--- src/rtl/vga_pkg.sv ---
// Shared 640x480@60 Hz VGA timing constants and coordinate width for the
// raster generator and its per-axis counters.
package vga_pkg;

  localparam int COORD_W = 10;

  localparam int H_SYNC_DEF    = 96;
  localparam int H_BACK_DEF    = 48;
  localparam int H_VISIBLE_DEF = 640;
  localparam int H_FRONT_DEF   = 16;
  localparam int V_SYNC_DEF    = 2;
  localparam int V_BACK_DEF    = 33;
  localparam int V_VISIBLE_DEF = 480;
  localparam int V_FRONT_DEF   = 10;

  localparam int H_TOTAL     = H_SYNC_DEF + H_BACK_DEF + H_VISIBLE_DEF + H_FRONT_DEF;
  localparam int V_TOTAL     = V_SYNC_DEF + V_BACK_DEF + V_VISIBLE_DEF + V_FRONT_DEF;
  localparam int H_ACT_START = H_SYNC_DEF + H_BACK_DEF;
  localparam int V_ACT_START = V_SYNC_DEF + V_BACK_DEF;

  typedef logic [COORD_W-1:0] coord_t;

endpackage

--- src/rtl/vga_axis_counter.sv ---
// One raster axis: wrapping counter whose sync and active flags are registered
// from the next-state count, so they line up with the count itself.
module vga_axis_counter
  import vga_pkg::*;
#(
  parameter int SYNC    = H_SYNC_DEF,
  parameter int BACK    = H_BACK_DEF,
  parameter int VISIBLE = H_VISIBLE_DEF,
  parameter int FRONT   = H_FRONT_DEF
) (
  input  logic   clk,
  input  logic   rst,
  input  logic   en_i,
  output coord_t count_o,
  output logic   wrap_o,
  output logic   sync_n_o,
  output logic   active_o
);

  localparam int TOTAL     = SYNC + BACK + VISIBLE + FRONT;
  localparam int ACT_START = SYNC + BACK;
  localparam int ACT_END   = SYNC + BACK + VISIBLE;

  if (TOTAL > (1 << COORD_W)) begin : g_total_too_large
    $error("vga_axis_counter: axis total exceeds coordinate range");
  end

  coord_t count_q, count_d;
  logic   sync_n_q, active_q;
  int     count_next;

  assign wrap_o = en_i && (int'(count_q) == TOTAL - 1);

  always_comb begin
    // NOTE: default assignment first so every path drives count_d; no latch.
    count_d = count_q;
    if (en_i) begin
      count_d = wrap_o ? '0 : count_q + coord_t'(1);
    end
    count_next = int'(count_d);
  end

  // NOTE: sequential state uses non-blocking assignments only.
  always_ff @(posedge clk or posedge rst) begin
    if (rst) begin
      count_q  <= '0;
      sync_n_q <= 1'b0;
      active_q <= 1'b0;
    end else begin
      count_q  <= count_d;
      sync_n_q <= count_next >= SYNC;
      active_q <= (count_next >= ACT_START) && (count_next < ACT_END);
    end
  end

  assign count_o  = count_q;
  assign sync_n_o = sync_n_q;
  assign active_o = active_q;

endmodule

--- src/rtl/vga_timing.sv ---
// VGA raster timing generator. Define VGA_TIMING_SYNC_DELAY_EN to delay
// HS/VS/BLANK_N by one pixel relative to VGA_X/VGA_Y.
module vga_timing
  import vga_pkg::*;
#(
  parameter int H_SYNC    = H_SYNC_DEF,
  parameter int H_BACK    = H_BACK_DEF,
  parameter int H_VISIBLE = H_VISIBLE_DEF,
  parameter int H_FRONT   = H_FRONT_DEF,
  parameter int V_SYNC    = V_SYNC_DEF,
  parameter int V_BACK    = V_BACK_DEF,
  parameter int V_VISIBLE = V_VISIBLE_DEF,
  parameter int V_FRONT   = V_FRONT_DEF
) (
  input  logic         VGA_CLK,
  input  logic         reset,
  input  logic         pixel_en,
  output logic [9:0]   VGA_X,
  output logic [9:0]   VGA_Y,
  output logic         VGA_HS,
  output logic         VGA_VS,
  output logic         VGA_BLANK_N,
  output logic         VGA_SYNC_N,
  output logic         line_start,
  output logic         frame_start
);

  logic h_wrap, h_sync_n, h_active;
  logic v_wrap, v_sync_n, v_active;
  logic line_start_q, frame_start_q;

  vga_axis_counter #(
    .SYNC(H_SYNC), .BACK(H_BACK), .VISIBLE(H_VISIBLE), .FRONT(H_FRONT)
  ) u_h_axis (
    .clk(VGA_CLK), .rst(reset), .en_i(pixel_en),
    .count_o(VGA_X), .wrap_o(h_wrap), .sync_n_o(h_sync_n), .active_o(h_active)
  );

  // The vertical axis steps only on the pixel where the line wraps.
  vga_axis_counter #(
    .SYNC(V_SYNC), .BACK(V_BACK), .VISIBLE(V_VISIBLE), .FRONT(V_FRONT)
  ) u_v_axis (
    .clk(VGA_CLK), .rst(reset), .en_i(h_wrap),
    .count_o(VGA_Y), .wrap_o(v_wrap), .sync_n_o(v_sync_n), .active_o(v_active)
  );

  always_ff @(posedge VGA_CLK or posedge reset) begin
    if (reset) begin
      line_start_q  <= 1'b0;
      frame_start_q <= 1'b0;
    end else begin
      line_start_q  <= h_wrap;
      frame_start_q <= h_wrap && v_wrap;
    end
  end

`ifdef VGA_TIMING_SYNC_DELAY_EN
  logic hs_q, vs_q, blank_n_q;

  always_ff @(posedge VGA_CLK or posedge reset) begin
    if (reset) begin
      hs_q      <= 1'b0;
      vs_q      <= 1'b0;
      blank_n_q <= 1'b0;
    end else if (pixel_en) begin
      hs_q      <= h_sync_n;
      vs_q      <= v_sync_n;
      blank_n_q <= h_active && v_active;
    end
  end

  assign VGA_HS      = hs_q;
  assign VGA_VS      = vs_q;
  assign VGA_BLANK_N = blank_n_q;
`else
  assign VGA_HS      = h_sync_n;
  assign VGA_VS      = v_sync_n;
  assign VGA_BLANK_N = h_active && v_active;
`endif

  assign VGA_SYNC_N  = 1'b0;
  assign line_start  = line_start_q;
  assign frame_start = frame_start_q;

endmodule

--- config.mk ---
export PLATFORM = sky130hd
export DESIGN_NAME = vga_timing
export DESIGN_NICKNAME = d
export VERILOG_FILES = /design/src/rtl/vga_pkg.sv /design/src/rtl/vga_axis_counter.sv /design/src/rtl/vga_timing.sv
export SDC_FILE = /design/constraint.sdc
export NUM_CORES = 1
export LEC_CHECK = 0
export CAP_MARGIN = 20
export CORE_ASPECT_RATIO = 0.8
export CORE_UTILIZATION = 30
export DETAILED_ROUTE_END_ITERATION = 10
export GPL_TIMING_DRIVEN = 0
export HOLD_SLACK_MARGIN = 0.02
export PLACE_DENSITY_LB_ADDON = 0.12
export SLEW_MARGIN = 10
export SYNTH_ARGS = -nofsm -noshare
export SYNTH_HDL_FRONTEND = slang
export SYNTH_HIERARCHICAL = 1
export SYNTH_SLANG_ARGS = --single-unit
export TNS_END_PERCENT = 20
--- constraint.sdc ---
create_clock -name VGA_CLK -period 7.2 [get_ports VGA_CLK]
set_input_delay 1.44 -clock VGA_CLK [delete_from_list [all_inputs] [get_ports VGA_CLK]]
set_output_delay 1.44 -clock VGA_CLK [all_outputs]
set_load 0.03 [all_outputs]
Word level (Yosys, flattened, before mapping) --
Index checks and enable logic that the tools add are counted.
Storage, ports and cells: flip-flop bits (word level) 26, word-level logic and storage cells 28
Operators by class: $lt $le $gt $ge 6, reduce and logical (&&, ||, !) cells 6, eq/ne operators 2, mux-type cells 4, $add $sub $neg 2
Operators with widths (count):
- $mux W10 | 4
- $add A10 B1 Y10 const B | 2
- $lt A10 B10 Y1 const B | 2
- $eq A10 B10 Y1 const B | 1
- $eq A10 B9 Y1 const B | 1
- $ge A10 B2 Y1 const B | 1
- $ge A10 B6 Y1 const B | 1
- $ge A10 B7 Y1 const B | 1
- $ge A10 B8 Y1 const B | 1
- $logic_and A1 B1 Y1 | 6

Logic depth before layout (Yosys ltp) --
Gate-level depths: netlist (run 1).
depth after elaboration 7, depth in mapped cells 12

Hierarchy --
Netlist (run 1), hierarchy kept.
By module, submodules not included:
- vga_axis_counter at u_v_axis | sequential area each 300.3 um2, instances 1, area each 700.7 um2, cells each 73
- vga_axis_counter at u_h_axis | sequential area each 300.3 um2, instances 1, area each 648.1 um2, cells each 63
- vga_timing | sequential area each 50.0 um2, instances 1, area each 77.6 um2, cells each 7

Least setup slack after synthesis (run 1) --
Ideal clock, no wire load.
path type input to register, start in pixel_en, end reg u_v_axis.sync_n_q, in the netlist u_v_axis/sync_n_o, cell stages on the path 11, buffers on the path 3, data arrival time 3.505 ns, library setup time 0.131 ns, slack 3.563 ns, required time 7.069 ns, path through and4_2 clkbuf_2 and4_1 clkbuf_4 buf_4 nand4_4 nor4b_2 o21bai_1 a32oi_1 or3_1 or3_1
On the way: word-level cells in the longest chain between the ends 5
RTL lines:
- start, declared | line vga_timing.sv:17 | input logic pixel_en,
- $logic_and A1 B1 Y1 (*) | line vga_axis_counter.sv:32 | assign wrap_o = en_i && (int'(count_q) == TOTAL - 1);
- net h_wrap | line vga_timing.sv:28 | logic h_wrap, h_sync_n, h_active;
- $logic_and A1 B1 Y1 | line vga_axis_counter.sv:32
- $mux W10 | line vga_axis_counter.sv:38 | count_d = wrap_o ? '0 : count_q + coord_t'(1);
- $mux W10 (*) | line vga_axis_counter.sv:37 | if (en_i) begin
- $ge A10 B2 Y1 (*) | line vga_axis_counter.sv:51 | sync_n_q <= count_next >= SYNC;
- end signal, assigned | line vga_axis_counter.sv:47 | sync_n_q <= 1'b0;
- end signal, assigned | line vga_axis_counter.sv:51
- end, declared | line vga_axis_counter.sv:29 | logic sync_n_q, active_q;
Mark *: on every way through the listed nets, which the timed path passes. The rest lies on a longest branch.

Worst setup path in the final report (run 1) --
Same ends and word-level chain as after synthesis.

==> flow_summary.json, run 1 <==
{
  "status": "completed",
  "rrSetupSlack_ns": 4.11,
  "period_minus_slack_ns": 4.279,
  "dpl.hpwl_um": 2211,
  "crit_type": "input pin to flop",
  "p_per_area_nw_per_um2": 207.8,
  "path_clk_slew_ns": 0.09,
  "crit_slowest_cell": "clkdlybuf4s50_1",
  "ys_warn_count": 6,
  "drc": 0,
  "tns_ns": 0,
  "post-synth-top-area-fraction_pct": 45.61,
  "first_global_vias": 1112,
  "timing.rr.end": "u_v_axis/sync_n_o",
  "synth_common_cells": "26 x dfrtp_1, 14 x nand2_1, 13 x nor2_1",
  "worstRegToRegCells": 12,
  "cts-resized-gates": 0,
  "place.gp.congestion": 0.7563,
  "area_delta_synth_final_pct": 28.07,
  "syn_inst": 143,
  "path_depth": 12,
  "wire_per_inst_um": 12.91,
  "syn_nets": 149,
  "r2r_start": "u_h_axis/count_o[0]",
  "peakVddDrop_v": 0.00008950,
  "yosysTopAreaCell": "dfrtp_1",
  "io_pins": 29,
  "antenna_cells": 0,
  "arrival_ns": 4.43,
  "dieArea_um2": 5036,
  "syn_area_um2": 1426,
  "dieWidth_um": 79.09,
  "cp_cell_sequence": "clkdlybuf4s50_1 > and4_2 > clkbuf_2 > and4_1 > clkbuf_4 > buf_4 > nand4_4 > nor4b_2 > o21bai_1 > a32oi_1 > or3_1 > or3_1",
  "die_h_um": 63.68,
  "hold_viol": 0,
  "vias": 1132,
  "core_um2": 4569,
  "setup_viol": 0,
  "grtUsageTotal_pct": 13.53,
  "drv_slew": 0,
  "start_util_pct": 31.22,
  "max_cap_viol_count": 0,
  "hold_end": "u_v_axis/count_o[8]",
  "root_buffer": "clkbuf_8",
  "power_mw": 0.3796,
  "holdBufCountCts": 0,
  "yosysSeqAreaShare_pct": 45.61,
  "grt-ovfl-total": 0,
  "crit_family": "simple AND/OR/NAND/NOR gates",
  "io_buffers": 27,
  "crit_top_cell": "or3_1",
  "synth_area_leaders": "dfrtp_1 46%, xor2_1 5.5%, nand2_1 3.7%",
  "cts_buffers": 3,
  "cp.buffers_inverters": 4,
  "ys.flop_type": "dfrtp_1",
  "n_fill_cell": 478,
  "synth_edf_count": 0,
  "antenna_left": 0,
  "slew_headroom_pct": 66.02,
  "cts-htree-levels": 1,
  "skew_ns": 0.005343,
  "clock_path_buffers": 2,
  "fin_nets": 181,
  "grt_max_degree": 15,
  "hp-start": "u_v_axis/count_o[8]",
  "power_leakage_nw": 0.8375,
  "period_share_pct": 59.43,
  "cts.sinks": 26,
  "end_kind": "flop",
  "critical_path.max_fanout": 10,
  "routed_wl_um": 3020,
  "fmax_ghz": 0.2337,
  "ys_seq_elements": 26,
  "async_flop_share_pct": 100.0,
  "dr.pass1.iters": 4,
  "insertion_delay_ns": 0.27,
  "synth.avg_cell_area_um2": 9.975,
  "tightestPinTransition_ns": 0.5092,
  "grt_pass1_wl_um": 5250,
  "worstHoldPathType": "flop to flop",
  "rows": 22,
  "post_cts_buffers": 0,
  "required_ns": 7.35,
  "layout-drive-gt1-share_pct": 12.07,
  "worst_path_largest_cell_delay_ns": 0.61,
  "rsz0062_at_grt": "false",
  "yosysMostFrequentCell": "dfrtp_1",
  "cts_tree": "done",
  "antenna_found_initial": 0,
  "synth_cell_types": 47,
  "drtIter0Drc": 46,
  "start_kind": "input pin",
  "via_per_inst": 4.838,
  "min_path_cells": 1
}
cell usage in the layout (no fill, tap or decap), drive strengths merged, types with 2 or more instances in the layout:
cell,count
a21oi,4
a31oi,2
and2,3
and3,5
and4,2
buf,5
clkbuf,6
clkdlybuf4s50,27
dfrtp,26
ha,3
inv,10
nand2,14
nand3,2
nand4,5
nor2,13
nor3,4
nor4b,3
o21ai,5
o22ai,2
or3,2
xnor2,4
xor2,9
kinds of logic after synthesis:
group | after synthesis | synth area share, %
other | 1 | 0.2629
XOR/XNOR | 13 | 7.983
AO/OA/AOI/OAI | 24 | 12.46
AND/OR/NAND/NOR | 58 | 24.56
flip-flops | 26 | 45.61
adder cells (fa/ha/maj) | 3 | 2.632
multiplexers | 1 | 0.7018
buffers and inverters | 17 | 5.790
metal layers:
metal | vias up | routed length [um] | GRT usage, %
met3 | 4 | 133 | 3.913
met4 | 0 | 24 | 3.182
met5 | - | 0 | 0
met2 | 22 | 1181 | 19.40
met1 | 543 | 1681 | 19.80
li1 | 563 | - | -
metrics by stage:
stage	util (%)	instance area, um2	hold WS, ns	cells	setup slack [ns]
final	39.98	1827	0.5400	234	2.921
after global routing	39.98	1827	0.5647	234	2.657
after floorplan	-	1426	0.6810	143	3.563
after CTS	39.98	1827	0.5339	234	2.929
after detailed placement	38.77	1772	0.5207	230	2.661
after global placement	38.77	1772	0.5074	230	2.652
power by group:
group          internal [mW]  switching (mW)
registers              0.160          0.0214
logic                 0.0453          0.0590
clock network         0.0489          0.0452
flip-flops by register name, summed over array words and instances (netlist names):
register / flops
line_start: 1
frame_start: 1
u_h_axis/count_o: 10
u_v_axis/sync_n_o: 1
u_v_axis/active_o: 1
u_v_axis/count_o: 10
u_h_axis/sync_n_o: 1
u_h_axis/active_o: 1
worst max-delay path by stage:
| stage | slack, ns | end | startpoint |
|---|---|---|---|
| after floorplan | 3.56 | u_v_axis/sync_n_o | pixel_en |
| after global routing | 2.66 | u_v_axis/sync_n_o | pixel_en |
| after detailed placement | 2.66 | u_v_axis/active_o | pixel_en |
| final | 2.92 | u_v_axis/sync_n_o | pixel_en |
| after global placement | 2.65 | u_v_axis/sync_n_o | pixel_en |
| after CTS | 2.93 | u_v_axis/sync_n_o | pixel_en |
area by class of cell:
| cell class | instances | area, um2 | area share (%) |
|---|---|---|---|
| Timing Repair Buffer | 27 | 270.3 | 14.79 |
| Buffer | 7 | 45.04 | 2.466 |
| Inverter | 10 | 37.54 | 2.055 |
| Sequential cell | 26 | 650.6 | 35.62 |
| Multi-Input combinational cell | 100 | 693.2 | 37.95 |
| Clock buffer | 4 | 55.05 | 3.014 |
| Tap cell | 60 | 75.07 | 4.110 |
Power figures use the tool's default switching activity.
==> run 2, diff against run 1 <==
==> constraint.sdc (replaced) <==
create_clock -name VGA_CLK -period 3.65 [get_ports VGA_CLK]
set_input_delay 0.73 -clock VGA_CLK [delete_from_list [all_inputs] [get_ports VGA_CLK]]
set_output_delay 0.73 -clock VGA_CLK [all_outputs]
set_load 0.03 [all_outputs]
==> flow_summary.json, run 2 (synthesis gave the netlist of run 1 again) <==
{
  "status": "completed",
  "cts_tree": "done",
  "busiest_layer": "met1",
  "slew_headroom_pct": 65.66,
  "drc": 0,
  "antenna_found_initial": 0,
  "final.setup.worst_slack_ns": 0.4347,
  "first_global_vias": 1112,
  "layout-drive-gt1-share_pct": 13.79,
  "drv_slew": 0,
  "start_util_pct": 31.22,
  "skew_ns": 0.005942,
  "io_pins": 29,
  "place.gp.congestion": 0.7563,
  "grtUsageMet2_pct": 19.40,
  "mostFrequentLayoutCells": "26 x dfrtp_1, 26 x clkdlybuf4s50_1, 14 x nand2_1",
  "grt_pass1_wl_um": 5250,
  "routed_wl_um": 3047,
  "power_mw": 0.7488,
  "cts-htree-levels": 1,
  "n_fill_cell": 478,
  "grt_max_degree": 15,
  "io_buffers": 27,
  "vias": 1138,
  "drtIter0Drc": 40,
  "p_per_area_nw_per_um2": 405.5,
  "critical_path.max_fanout": 10,
  "hold_viol": 0,
  "antenna_cells": 0,
  "finalNonFillerCells": 234,
  "use_met3_pct": 3.913,
  "path_clk_slew_ns": 0.09,
  "worstHoldPathType": "flop to flop",
  "finalInstanceArea_um2": 1847,
  "grt-ovfl-total": 0,
  "fin_nets": 181,
  "setup_viol": 0,
  "max_cap_viol_count": 0,
  "tightestPinTransition_ns": 0.5146,
  "wire_per_inst_um": 13.02,
  "cts.sinks": 26,
  "dpl.hpwl_um": 2211,
  "end_kind": "flop",
  "dieWidth_um": 79.09,
  "power_leakage_nw": 0.8518,
  "clock_path_buffers": 2,
  "rsz0062_at_grt": "false",
  "fmax_ghz": 0.3110,
  "root_buffer": "clkbuf_8",
  "peakVddDrop_v": 0.0001766,
  "use_met1_pct": 19.80,
  "dp_cells": 230,
  "period_minus_slack_ns": 3.215,
  "rows": 22,
  "die_h_um": 63.68,
  "via_per_inst": 4.863,
  "crit_type": "input pin to flop",
  "grtUsageTotal_pct": 13.53,
  "required_ns": 3.80,
  "dp_slack_ns": -0.1794,
  "period_share_pct": 88.09,
  "dr.pass1.iters": 4,
  "placed_area_um2": 1772,
  "area_delta_synth_final_pct": 29.47,
  "core_um2": 4569,
  "arrival_ns": 3.36,
  "cts_buffers": 3,
  "start_kind": "input pin",
  "tns_ns": 0,
  "antenna_left": 0,
  "post_cts_buffers": 0,
  "dieArea_um2": 5036,
  "insertion_delay_ns": 0.27,
  "holdBufCountCts": 0
}
-- run 2: timing repair --
| item | in CTS | in global routing |
|---|---|---|
| resized for setup | 0 | 4 |
| endpoints found under the hold margin | 0 | 0 |
| setup endpoints to repair | 0 | 2 |
-- run 2: layer usage --
| layer | vias to the layer above | wire length, um |
|---|---|---|
| met5 | - | 0 |
| met4 | 0 | 14 |
| met3 | 2 | 125 |
| met2 | 26 | 1225 |
| met1 | 550 | 1681 |
| li1 | 560 | - |
-- run 2: layout make-up --
class | instances | area [um2] | area share (%)
Buffer | 7 | 45.04 | 2.439
Clock buffer | 4 | 55.05 | 2.981
Inverter | 10 | 37.54 | 2.033
Multi-Input combinational cell | 100 | 710.7 | 38.48
Sequential cell | 26 | 650.6 | 35.23
Tap cell | 60 | 75.07 | 4.065
Timing Repair Buffer | 27 | 272.8 | 14.77
-- run 2: path summary, 6_finish.rpt --
check,from,end,slack [ns],cells after the start
setup / recovery,pixel_en,u_v_axis/sync_n_o,0.43,12
hold / removal,u_v_axis/count_o[8],u_v_axis/count_o[8],0.54,1
setup reg to reg,u_h_axis/count_o[0],u_v_axis/sync_n_o,0.53,12
hold reg to reg,u_v_axis/count_o[8],u_v_axis/count_o[8],0.54,1
max in group asynchronous,reset,u_v_axis/count_o[9],2.46,2
min in group asynchronous,reset,frame_start,0.66,2
-- run 2: worst max-delay path, stage by stage --
cell and delay [ns]:
dlymetal6s2s_1 0.23, and4_2 0.26, clkbuf_2 0.17, and4_1 0.19
clkbuf_4 0.21, buf_4 0.20, nand4_4 0.13, nor4b_2 0.25
o21bai_1 0.14, a32oi_1 0.12, or3_1 0.41, or3_1 0.33
-- run 2: metrics by stage --
stage | util [%] | hold slack, ns
6_report | 40.42 | 0.5401
3_5_place_dp | 38.77 | 0.5207
3_3_place_gp | 38.77 | 0.5074
4_1_cts | 39.98 | 0.5339
2_1_floorplan | - | 0.4712
5_1_grt | 40.42 | 0.5647
-- run 2: report_power, final --
part           switching [mW]  internal (mW)  total (mW)
sequential             0.0421          0.315       0.357
combinational           0.116         0.0893       0.205
clock                  0.0895         0.0964       0.186
total                   0.248          0.501       0.749
==> run 3, diff against run 2 <==
--- a/config.mk
+++ b/config.mk
@@ -12,9 +12,8 @@
 export GPL_TIMING_DRIVEN = 0
 export HOLD_SLACK_MARGIN = 0.02
 export PLACE_DENSITY_LB_ADDON = 0.12
-export SLEW_MARGIN = 10
 export SYNTH_ARGS = -nofsm -noshare
 export SYNTH_HDL_FRONTEND = slang
 export SYNTH_HIERARCHICAL = 1
 export SYNTH_SLANG_ARGS = --single-unit
-export TNS_END_PERCENT = 20
+export TNS_END_PERCENT = 1
==> constraint.sdc (replaced) <==
create_clock -name VGA_CLK -period 3.65 [get_ports VGA_CLK]
set_input_delay 1.095 -clock VGA_CLK [delete_from_list [all_inputs] [get_ports VGA_CLK]]
set_output_delay 1.095 -clock VGA_CLK [all_outputs]
set_load 0.03 [all_outputs]
==> flow_summary.json, run 3 (synthesis gave the netlist of run 1 again) <==
{
  "skew_ns": 0.005942,
  "crit_type": "input pin to flop",
  "clock_path_buffers": 2,
  "r2r_start": "u_h_axis/count_o[0]",
  "cts-htree-levels": 1,
  "dp_slack_ns": -0.5444,
  "max_cap_viol_count": 0,
  "highest_layer": "met4",
  "antenna_found_initial": 0,
  "worst_path_largest_cell_delay_ns": 0.41,
  "p_per_area_nw_per_um2": 406.9,
  "rows": 22,
  "area_delta_synth_final_pct": 28.95,
  "antenna_cells": 0,
  "cts.sinks": 26,
  "critical_path.max_fanout": 10,
  "power.switching_mw": 0.2478,
  "switching_share_pct": 33.11,
  "fin_nets": 181,
  "path_depth": 12,
  "start_util_pct": 31.22,
  "end_kind": "flop",
  "crit_start": "pixel_en",
  "tightestPinTransition_ns": 0.5146,
  "worstRegToRegCells": 12,
  "holdBufCountCts": 0,
  "vias": 1138,
  "rrSetupSlack_ns": 0.53,
  "place.gp.congestion": 0.7563,
  "first_global_vias": 1112,
  "worstHoldPathType": "flop to flop",
  "cts_buffers": 3,
  "grt_pass1_wl_um": 5250,
  "drv_slew": 0,
  "post-route-util_pct": 40.25,
  "p_comb_share_pct": 27.4,
  "timing.rr.end": "u_v_axis/sync_n_o",
  "n_fill_cell": 478,
  "routed_wl_um": 3046,
  "rsz0062_at_grt": "false",
  "wl_met2_um": 1224,
  "grt-ovfl-total": 0,
  "arrival_ns": 3.64,
  "dr.pass1.iters": 4,
  "io_pins": 29,
  "start_kind": "input pin",
  "drt-met1-wl_um": 1681,
  "hold_viol": 0,
  "drtIter0Drc": 40,
  "wire_per_inst_um": 13.02,
  "cp_cell_sequence": "clkbuf_2 > and4_2 > clkbuf_2 > and4_1 > clkbuf_4 > buf_4 > nand4_4 > nor4b_2 > o21bai_1 > a32oi_1 > or3_1 > or3_1",
  "status": "completed",
  "antenna_left": 0,
  "post_cts_buffers": 0,
  "regArea_um2": 650.6,
  "dpl.hpwl_um": 2211,
  "setup_viol": 0,
  "crit_end": "u_v_axis/sync_n_o",
  "period_share_pct": 95.66,
  "dp_cells": 230,
  "internal_power_mw": 0.5006,
  "final.setup.worst_slack_ns": 0.1584,
  "finalNonFillerCells": 234,
  "power_mw": 0.7484,
  "layout-drive-gt1-share_pct": 14.37,
  "cp.buffers_inverters": 4,
  "peakVddDrop_v": 0.0001765,
  "power_leakage_nw": 0.8429,
  "crit_slowest_cell": "or3_1",
  "grtUsageTotal_pct": 13.53,
  "required_ns": 3.80,
  "dieArea_um2": 5036,
  "io_buffers": 27,
  "via_per_inst": 4.863,
  "dieWidth_um": 79.09,
  "sequentialPowerShare_pct": 47.8,
  "path_clk_slew_ns": 0.09,
  "slew_headroom_pct": 65.66,
  "crit_family": "simple AND/OR/NAND/NOR gates",
  "core_um2": 4569,
  "drc": 0,
  "hold_ws_ns": 0.5401,
  "root_buffer": "clkbuf_8",
  "clock_power_share_pct": 24.8,
  "cts_tree": "done",
  "die_h_um": 63.68,
  "mostFrequentLayoutCells": "26 x dfrtp_1, 26 x clkdlybuf4s50_1, 14 x nand2_1",
  "grt_max_degree": 15,
  "period_minus_slack_ns": 3.492,
  "insertion_delay_ns": 0.27,
  "wl_met3_um": 124,
  "fmax_ghz": 0.2864,
  "multi_input_area_um2": 710.7
}
## run 3: cell types whose count changed in the layout (fill, tap and decap cells not counted)
cell / change
clkbuf_2: +1
dlymetal6s2s_1: -1
## run 3: worst reg2reg max path: cells and delay by family (launching register included)
family	cells	cell delay, ns
AND/OR/NAND/NOR	6	1.54
flip-flops	1	0.45
buffers and inverters	3	0.58
AO/OA/AOI/OAI	2	0.26
adder cells (fa/ha/maj)	1	0.19
## run 3: layout make-up
cell class,count,share of cell area (%)
repair buffers,27,14.42
clock buffers,4,2.993
well taps,60,4.082
flip-flops and latches,26,35.37
plain buffers,7,2.449
inverters,10,2.041
multi-input cells,100,38.64
## run 3: through the flow
| stage | area, um2 | setup TNS [ns] |
|---|---|---|
| 3_5_place_dp | 1772 | -1.273 |
| 5_1_grt | 1839 | 0 |
| 4_1_cts | 1827 | 0 |
| 3_3_place_gp | 1772 | -1.257 |
| 2_1_floorplan | 1426 | 0 |
| 6_report | 1839 | 0 |
## run 3: layer usage
layer | track usage, % | up-vias
met3 | 3.913 | 2
met1 | 19.80 | 550
met2 | 19.40 | 26
li1 | - | 560
met4 | 3.182 | 0
met5 | 0 | -
## run 3: what timing repair did
action                     in CTS  in global routing
setup endpoints to repair       2                  2
pin swaps                       0                  0
resized for setup               2                  4
## run 3: how the worst min path moves through the flow
stage / to / startpoint / slack, ns / cells after the start
6_report: u_v_axis/count_o[8] / u_v_axis/count_o[8] / 0.54 / 1
5_1_grt: u_v_axis/count_o[8] / u_v_axis/count_o[8] / 0.56 / 1
4_1_cts: u_v_axis/count_o[8] / u_v_axis/count_o[8] / 0.53 / 1
3_5_place_dp: u_v_axis/count_o[8] / u_v_axis/count_o[8] / 0.52 / 1
3_3_place_gp: u_v_axis/count_o[8] / u_v_axis/count_o[8] / 0.51 / 1
2_1_floorplan: u_v_axis/count_o[8] / u_v_axis/count_o[8] / 0.68 / 1
## run 3: power by group through the flow
stage	Sequential, mW	Combinational (mW)	Clock [mW]
6_report	0.357	0.205	0.186
5_1_grt	0.364	0.221	0.204
4_1_cts	0.357	0.207	0.194
3_5_place_dp	0.363	0.206	0
3_3_place_gp	0.361	0.206	0
2_1_floorplan	0.411	0.0785	0
